$ cat src/rtl/apb_program_loader.sv
// Streams host instruction words into a core's instruction memory over APB, runs the core
// until run_complete or a cycle timeout, then serves single-word APB read-backs.
module apb_program_loader #(
  parameter int DATA_LENGTH    = 32,
  parameter int ADDRESS_LENGTH = 12,
  parameter int BASE_ADDR      = 0,
  parameter int ADDR_STEP      = 4,
  parameter int RUN_TIMEOUT    = 65535
) (
  input  logic                      clk,
  input  logic                      rst_n,
  input  logic                      load_req,
  input  logic [ADDRESS_LENGTH-1:0] load_words,
  input  logic                      s_valid,
  input  logic [DATA_LENGTH-1:0]    s_data,
  output logic                      s_ready,
  input  logic                      rd_req,
  input  logic [ADDRESS_LENGTH-1:0] rd_addr,
  output logic                      rd_valid,
  output logic [DATA_LENGTH-1:0]    rd_data,
  output logic                      busy,
  output logic                      timeout_err,
  output logic [ADDRESS_LENGTH-1:0] apb_addr,
  output logic [DATA_LENGTH-1:0]    apb_wdata,
  output logic                      apb_psel,
  output logic                      apb_pwrite,
  output logic                      apb_pready,
  input  logic [DATA_LENGTH-1:0]    apb_rdata,
  output logic                      instr_load_start,
  output logic                      core_select,
  input  logic                      run_complete
);

  localparam int TIMER_W = (RUN_TIMEOUT > 1) ? $clog2(RUN_TIMEOUT) : 1;
  localparam logic [ADDRESS_LENGTH-1:0] BASE = ADDRESS_LENGTH'(BASE_ADDR);
  localparam logic [ADDRESS_LENGTH-1:0] STEP = ADDRESS_LENGTH'(ADDR_STEP);
  localparam logic [TIMER_W-1:0]        TMAX = TIMER_W'(RUN_TIMEOUT - 1);

  typedef enum logic [3:0] {
    S_IDLE,
    S_LOAD_WAIT,
    S_LOAD_SETUP,
    S_LOAD_ACCESS,
    S_RUN,
    S_DONE,
    S_RD_SETUP,
    S_RD_ACCESS,
    S_RD_CAPTURE
  } state_t;

  state_t                      state_q, state_d;
  logic [ADDRESS_LENGTH-1:0]   addr_q, addr_d;
  logic [DATA_LENGTH-1:0]      wdata_q, wdata_d;
  logic [ADDRESS_LENGTH-1:0]   count_q, count_d;
  logic [ADDRESS_LENGTH-1:0]   words_q, words_d;
  logic [TIMER_W-1:0]          timer_q, timer_d;
  logic                        timeout_err_q, timeout_err_d;
  logic [DATA_LENGTH-1:0]      rd_data_q, rd_data_d;
  logic                        rd_from_done_q, rd_from_done_d;
  logic [ADDRESS_LENGTH-1:0]   count_inc;

  assign count_inc = count_q + ADDRESS_LENGTH'(1);

  always_ff @(posedge clk or negedge rst_n) begin
    if (!rst_n) begin
      state_q        <= S_IDLE;
      addr_q         <= BASE;
      wdata_q        <= '0;
      count_q        <= '0;
      words_q        <= '0;
      timer_q        <= '0;
      timeout_err_q  <= 1'b0;
      rd_data_q      <= '0;
      rd_from_done_q <= 1'b0;
    end else begin
      state_q        <= state_d;
      addr_q         <= addr_d;
      wdata_q        <= wdata_d;
      count_q        <= count_d;
      words_q        <= words_d;
      timer_q        <= timer_d;
      timeout_err_q  <= timeout_err_d;
      rd_data_q      <= rd_data_d;
      rd_from_done_q <= rd_from_done_d;
    end
  end

  always_comb begin
    state_d        = state_q;
    addr_d         = addr_q;
    wdata_d        = wdata_q;
    count_d        = count_q;
    words_d        = words_q;
    timer_d        = timer_q;
    timeout_err_d  = timeout_err_q;
    rd_data_d      = rd_data_q;
    rd_from_done_d = rd_from_done_q;

    case (state_q)
      // A load request takes priority over a simultaneous read request.
      S_IDLE, S_DONE: begin
        if (load_req && (load_words != '0)) begin
          state_d       = S_LOAD_WAIT;
          timeout_err_d = 1'b0;
          addr_d        = BASE;
          count_d       = '0;
          words_d       = load_words;
        end else if (rd_req) begin
          state_d        = S_RD_SETUP;
          addr_d         = rd_addr;
          rd_from_done_d = (state_q == S_DONE);
        end
      end
      S_LOAD_WAIT: begin
        if (s_valid) begin
          wdata_d = s_data;
          state_d = S_LOAD_SETUP;
        end
      end
      S_LOAD_SETUP: state_d = S_LOAD_ACCESS;
      S_LOAD_ACCESS: begin
        addr_d  = addr_q + STEP;
        count_d = count_inc;
        if (count_inc == words_q) begin
          state_d = S_RUN;
          timer_d = '0;
        end else begin
          state_d = S_LOAD_WAIT;
        end
      end
      // Completion is checked first so it wins over a timeout in the same cycle.
      S_RUN: begin
        if (run_complete) begin
          state_d = S_DONE;
        end else if (timer_q == TMAX) begin
          timeout_err_d = 1'b1;
          state_d       = S_DONE;
        end else begin
          timer_d = timer_q + TIMER_W'(1);
        end
      end
      S_RD_SETUP: state_d = S_RD_ACCESS;
      S_RD_ACCESS: begin
        rd_data_d = apb_rdata;
        state_d   = S_RD_CAPTURE;
      end
      S_RD_CAPTURE: state_d = rd_from_done_q ? S_DONE : S_IDLE;
      default: state_d = S_IDLE;
    endcase
  end

  // Outputs decode the registered state so they all fall with the asynchronous reset.
  assign s_ready          = (state_q == S_LOAD_WAIT);
  assign busy             = (state_q != S_IDLE) && (state_q != S_DONE);
  assign apb_psel         = (state_q == S_LOAD_SETUP) || (state_q == S_LOAD_ACCESS) ||
                            (state_q == S_RD_SETUP)   || (state_q == S_RD_ACCESS);
  assign apb_pready       = (state_q == S_LOAD_ACCESS) || (state_q == S_RD_ACCESS);
  assign apb_pwrite       = (state_q == S_LOAD_SETUP) || (state_q == S_LOAD_ACCESS);
  assign instr_load_start = (state_q == S_LOAD_WAIT) || (state_q == S_LOAD_SETUP) ||
                            (state_q == S_LOAD_ACCESS);
  assign core_select      = (state_q == S_RUN);
  assign rd_valid         = (state_q == S_RD_CAPTURE);
  assign rd_data          = rd_data_q;
  assign timeout_err      = timeout_err_q;
  assign apb_addr         = addr_q;
  assign apb_wdata        = wdata_q;

endmodule

$ cat config.mk
export PLATFORM = sky130hd
export DESIGN_NAME = apb_program_loader
export DESIGN_NICKNAME = d
export VERILOG_FILES = /design/src/rtl/apb_program_loader.sv
export SDC_FILE = /design/constraint.sdc
export NUM_CORES = 1
export LEC_CHECK = 0
export CAP_MARGIN = 10
export CORE_MARGIN = 4
export CORE_UTILIZATION = 31
export DETAILED_ROUTE_END_ITERATION = 16
export SYNTH_ARGS = -nofsm -noshare
export SYNTH_HDL_FRONTEND = slang
export SYNTH_SLANG_ARGS = --single-unit
export TNS_END_PERCENT = 30
$ cat constraint.sdc
create_clock -name clk -period 7.3 [get_ports clk]
set_input_delay 1.46 -clock clk [delete_from_list [all_inputs] [get_ports clk]]
set_output_delay 1.46 -clock clk [all_outputs]
set_load 0.03 [all_outputs]
==> metrics, run 1 <==
P_int=about 2.2 mW; kind of critical path=flip-flop to primary output; leakage=approximately 3.6 nW; via count=5019; Routability Congestion=around 0.86; fill cell count=between 1500 and 2000; Worst setup EP type=primary output; Syn Nets=between 600 and 700; clock root buffer=clkbuf_16; logic gate share of total power=0.475; Synth Register Bits=122; FF-to-FF End=count_q[9]; most common library cells after synthesis=nand2_1, dfrtp_1, mux2_2, nor2_1, o21ai_0; die footprint=21090 sq um; met2 wire length=around 7900 microns; synthesized area=approximately 6000 sq um; Sw Pwr=between 1.5 and 2 mW; top cell type by total area after synthesis=dfrtp_1; H-tree lvl count=4; status=finished clean; minimum clock period=between 4000 and 5000 ps; DR pass1 iterations=9; num rows=49; # hold bufs at CTS=0; Area Overhead vs Synth=43.34%; Routed Wire Length=around 17000 microns; Met3 Wirelength=1579 microns; Max Slew Vio Count=0; clk_lat worst skew=about 420 ps; R2R depth=6; top cells by area, synth=dfrtp_1, mux2_2, nand2_1; Post-CTS Setup Inserts=0; first-iteration detailed-routing DRC count=~310; Seq/Total Area, Yosys=0.5230; DIE WIDTH=145.2 microns; TritonCTS clock tree=yes; hpwl dp=between 10000 and 15000 microns; Synth top area share=0.5230; CTS buffer count=17; Yosys cell types=60; Antenna diodes=0; Switching Fraction=0.4183; share of cells above drive strength 1=0.1210; Setup Viol. Count Final=0; DRC viols=0; grt ovf=0; post-cts resize count=0; DR WL/cell=~17 microns; synthesized instance count=592; Critical Path End=core_select; # Max-Cap Violations=0; CP startpoint=state_q[3]; vias in the first global route=5137; Worst EP arrival=2650 ps; Sink Count=122; share of synthesized flip-flops with an asynchronous set or reset=1.000; deepest clock path buffer count=2; initial antenna violation count=0; count leader, synth=nand2_1; RSZ-0062 raised after global routing=no; die extent in y=about 150 microns; non-filler cells, final=~1000; final instance area=approximately 8400 sq um; maximum vdd drop=0.2569 mV; Seq pwr share=0.312; top routing layer in use=met4; power per standard cell area=roughly 460 nW/um^2; vias per inst=4.989; Starting Density=0.3206; clock power share=0.213; Mean Syn Cell Area=9.860 sq um; Ys Warns=0; area of the core=~18000 sq um; R2R Setup Slk=about 4400 ps; placed cell count=slightly below 1000; final cell utilization of the core=0.4595; Worst Max-Slew Pin Slew=around 980 ps; first-pass GRT wire length=around 27000 microns; type of the worst min-delay path=flip-flop to flip-flop; hold slack final=around 470 ps; TNS Setup=0 ps; Ports=~180; Hold Fails Final Rpt=0; Clock transition at path regs=~60 ps; gr usage total=0.1576; IO buf count=178; Post-DRT Antenna Nets=0; FF-to-FF Start=state_q[0]; number of flops mapped to enable cells by yosys=0; CP Max Fanout=13; final period utilization=0.5630; fmax=~0.24 GHz; worst path required time=around 5800 ps; Most used DFF post-synth=dfrtp_1; NumNets Final=863; Post-DP Area=a little under 8000 sq um; pin count of the biggest net entering global routing=73; Max Clock Skew=between 6 and 7 ps; crit path launch type=flip-flop; wl on met1=7285 microns; Rel. slew slack=0.3439
worst min path at each step:
| stage | startpoint | to | slack, ps | cells past startpoint |
|---|---|---|---|---|
| 2_1_floorplan | timer_q[15] | timer_q[15] | 450 | 1 |
| 3_3_place_gp | rd_data[8] | rd_data[8] | 460 | 2 |
| 3_5_place_dp | rd_data[15] | rd_data[15] | 460 | 2 |
| 4_1_cts | rd_data[21] | rd_data[21] | 480 | 2 |
| 5_1_grt | rd_data[20] | rd_data[20] | 500 | 2 |
| 6_report | rd_data[17] | rd_data[17] | 470 | 2 |
per-layer routing:
metal,vias up,GRT usage
li1,2406,-
met1,2421,0.1951
met2,182,0.2519
met3,10,0.07265
met4,0,0.03846
met5,-,0
flip-flops by register name (all words and copies together), names as in the netlist:
name,cells
apb_wdata,32
rd_data,32
timer_q,16
apb_addr,12
count_q,12
words_q,12
state_q,4
rd_from_done_q,1
timeout_err,1
logic make-up after synthesis:
logic type                 after synthesis  synth area share
and+or+nand+nor                        252            0.2006
muxes                                   47           0.09025
DFF                                    122            0.5230
xor gates and xnor gates                19           0.02851
adders and majority gates                5           0.01072
AOI/OAI and AO/OA                      106            0.1160
buffers and inverters                   41           0.03087
power by group through the flow:
stage / clock network, mW / logic, mW / registers, mW
detailed placement: 0 / 1.83 / 1.19
global placement: 0 / 1.81 / 1.18
CTS: 0.830 / 1.84 / 1.19
finish: 0.813 / 1.81 / 1.19
global route: 0.861 / 1.95 / 1.23
floorplan: 0 / 0.745 / 1.55
critical path, stage by stage, from the launching register on:
cell and delay, ps:
dfrtp_1 520, nand2b_1 280, or3_1 470, clkinv_1 230, clkdlybuf4s50_1 730
area by class of cell:
| type | count | area [sq um] | area share |
|---|---|---|---|
| Tap cell | 229 | 286.5 | 0.03425 |
| Clock inverter | 15 | 138.9 | 0.01660 |
| Multi-Input combinational cell | 429 | 2609 | 0.3118 |
| Sequential cell | 122 | 3053 | 0.3649 |
| Inverter | 12 | 45.04 | 0.005384 |
| Clock buffer | 17 | 425.4 | 0.05084 |
| Timing Repair Buffer | 182 | 1809 | 0.2162 |
stage by stage:
step / power, mW / worst slack (ps)
6_report: 3.816 / 3190
5_1_grt: 4.040 / 3079
4_1_cts: 3.855 / 3189
3_5_place_dp: 3.022 / 3368
3_3_place_gp: 2.991 / 3438
2_1_floorplan: 2.293 / 4031
cells in the final DEF, fill, tap and decap left out, types with 4 or more instances in the layout:
cell type	instances
xor2_1	9
xnor2_1	10
nor2_1	40
nor2b_1	4
buf_4	5
mux2_2	45
o21ai_0	33
and3_1	8
nor3_1	13
o31ai_1	9
nand4_1	8
nor4_1	6
nand2b_1	6
nand2_1	125
a21oi_1	21
clkbuf_16	17
and2_1	6
nand3_1	17
dfrtp_1	122
clkdlybuf4s50_1	177
o21ai_1	4
inv_6	7
a31oi_1	11
ha_1	5
inv_1	11
No activity file was read; power rests on OpenSTA's default activity.
==> inputs of run 2 (changes only) <==
Clock period 7.3 ns to 3.9 ns, I/O delays scaled along.
==> run 2 against run 1 <==
Critical path depth is the same. First-iteration DRC count decreased by 18%. Sequential share of layout area is 0.21 points lower. Final cell count grew 0.30%. Wire length grew 0.29%. Power increased by 89%. Global-route usage grew 0.40 points. Die area did not move. Sequential power up 87%. Utilization increased by 0.26 points. Clock power increased by 94%. Hold slack got worse by 1.8 ps. Largest cell class unchanged.
==> metrics, run 2 (synthesis gave the netlist of run 1 again) <==
TNS Setup=0 ps; clk_lat worst skew=roughly 420 ps; power per standard cell area=about 860 nW/um^2; GRT busiest layer=met2; minimum clock period=about 3400 ps; fill cell count=between 1500 and 2000; crit path launch type=flip-flop; Starting Density=0.3206; multi-input combinational cell area=around 2600 sq um; via count=5015; FF-to-FF End=count_q[5]; RSZ-0062 raised after global routing=no; Crit path max-delay family=buffers and inverters; CP Max Fanout=13; worst path required time=~3100 ps; Antenna diodes=0; final instance area=8414 sq um; Min-Delay Endpoint=rd_data[25]; Rel. slew slack=0.3113; Worst Max-Slew Pin Slew=1033 ps; num rows=a little under 50; deepest clock path buffer count=2; # Max-Cap Violations=0; Min-Delay Path Depth=2; Ports=179; first-iteration detailed-routing DRC count=between 200 and 300; Routability Congestion=0.8385; IO buf count=178; maximum vdd drop=~0.50 mV; pin count of the biggest net entering global routing=80; Critical-path top delay cell=clkdlybuf4s50_1; Routed Wire Length=about 17000 microns; Hold Startpoint=rd_data[25]; fmax=~0.3 GHz; Post-DRT Antenna Nets=0; H-tree lvl count=4; Sink Count=roughly 120; DRC viols=0; hpwl dp=roughly 12000 microns; WP buf/inv=2; R2R Setup Slk=940 ps; CP peak stage delay=between 700 and 800 ps; DIE WIDTH=roughly 150 microns; # hold bufs at CTS=0; share of cells above drive strength 1=0.1231; pre-CTS setup slack=around 560 ps; Max Clock Skew=approximately 10 ps; GR Util met2=0.2610; gr usage total=0.1616; TritonCTS clock tree=yes; post-cts resize count=0; Levels on crit path=4; Hold Fails Final Rpt=0; CP cell instances=nand2b_1 -> or3_1 -> clkinv_1 -> clkdlybuf4s50_1; type of the worst min-delay path=flip-flop to flip-flop; final period utilization=0.8707; CTS buffer count=17; grt ovf=0; Final Worst Setup Slack=slightly above 500 ps; first-pass GRT wire length=approximately 28000 microns; R2R depth=6; met1 Resource Use GR=0.1986; vias per inst=between 4 and 5; die footprint=between 20000 and 25000 sq um; final total power=about 7.2 mW; Post-CTS Setup Inserts=0; DR WL/cell=around 17 microns; Max Slew Vio Count=0; FF-to-FF Start=state_q[0]; die extent in y=~150 microns; Worst EP arrival=2620 ps; Area Overhead vs Synth=44.16%; area of the core=approximately 18000 sq um; kind of critical path=flip-flop to primary output; commonest non-fill, non-tap cell in the layout=clkdlybuf4s50_1; DR pass1 iterations=5; Setup Viol. Count Final=0; Worst setup EP type=primary output; Clock transition at path regs=60 ps; most frequent cells in the layout=clkdlybuf4s50_1, nand2_1, dfrtp_1, mux2_2, nor2_1; initial antenna violation count=0; leakage=~3.6 nW; Post-DP Area=between 7000 and 8000 sq um; clock root buffer=clkbuf_16; grt met3 use=0.07047; NumNets Final=just under 900; status=finished clean; vias in the first global route=5288; FF/Latch Area=3053 sq um
==> run 2: cell count changes in the layout (fill, tap and decap cells not counted), sizes merged <==
cell,change
buf,+3
inv,-2
bufinv,+1
clkbuf,+1
clkinv,+1
clkinvlp,-1
==> run 2: worst max-delay path by stage <==
stage | startpoint | to
CTS | state_q[3] | core_select
detailed placement | load_words[2] | count_q[5]
global placement | load_words[6] | count_q[7]
global route | state_q[3] | core_select
floorplan | state_q[3] | rd_valid
finish | state_q[3] | core_select
==> run 2: worst min-delay path: stages (launching register included) <==
cell     delay, ps
dfrtp_1        340
nand2_1         50
nand2_1         50
==> run 2: final cells by class <==
type,instances,share of cell area
flip-flops and latches,122,0.3628
well taps,229,0.03405
clock inverters,14,0.01903
clock buffers,18,0.05100
repair buffers,185,0.2177
multi-input cells,429,0.3100
inverters,12,0.005353
==> run 2: layer usage <==
metal / up-vias / wire, microns / part of all wire
met5: - / 0 / 0
met2: 186 / 7915 / 0.47
met4: 0 / 204 / 0.012
met3: 14 / 1631 / 0.096
li1: 2417 / - / -
met1: 2398 / 7156 / 0.42
==> run 2: power breakdown <==
group,total (mW),internal (mW),switching [mW]
sequential,2.23,1.80,0.432
combinational,3.40,1.47,1.93
clock,1.58,0.954,0.625
total,7.21,4.22,2.99
==> run 2: stage by stage <==
stage	hold WS [ps]	std cells	utilization
after floorplan	449.4	592	-
after global placement	458.3	977	0.4297
after detailed placement	461.3	977	0.4297
final	469.6	1009	0.4621
after global routing	496.5	1009	0.4621
after CTS	475.2	1009	0.4621
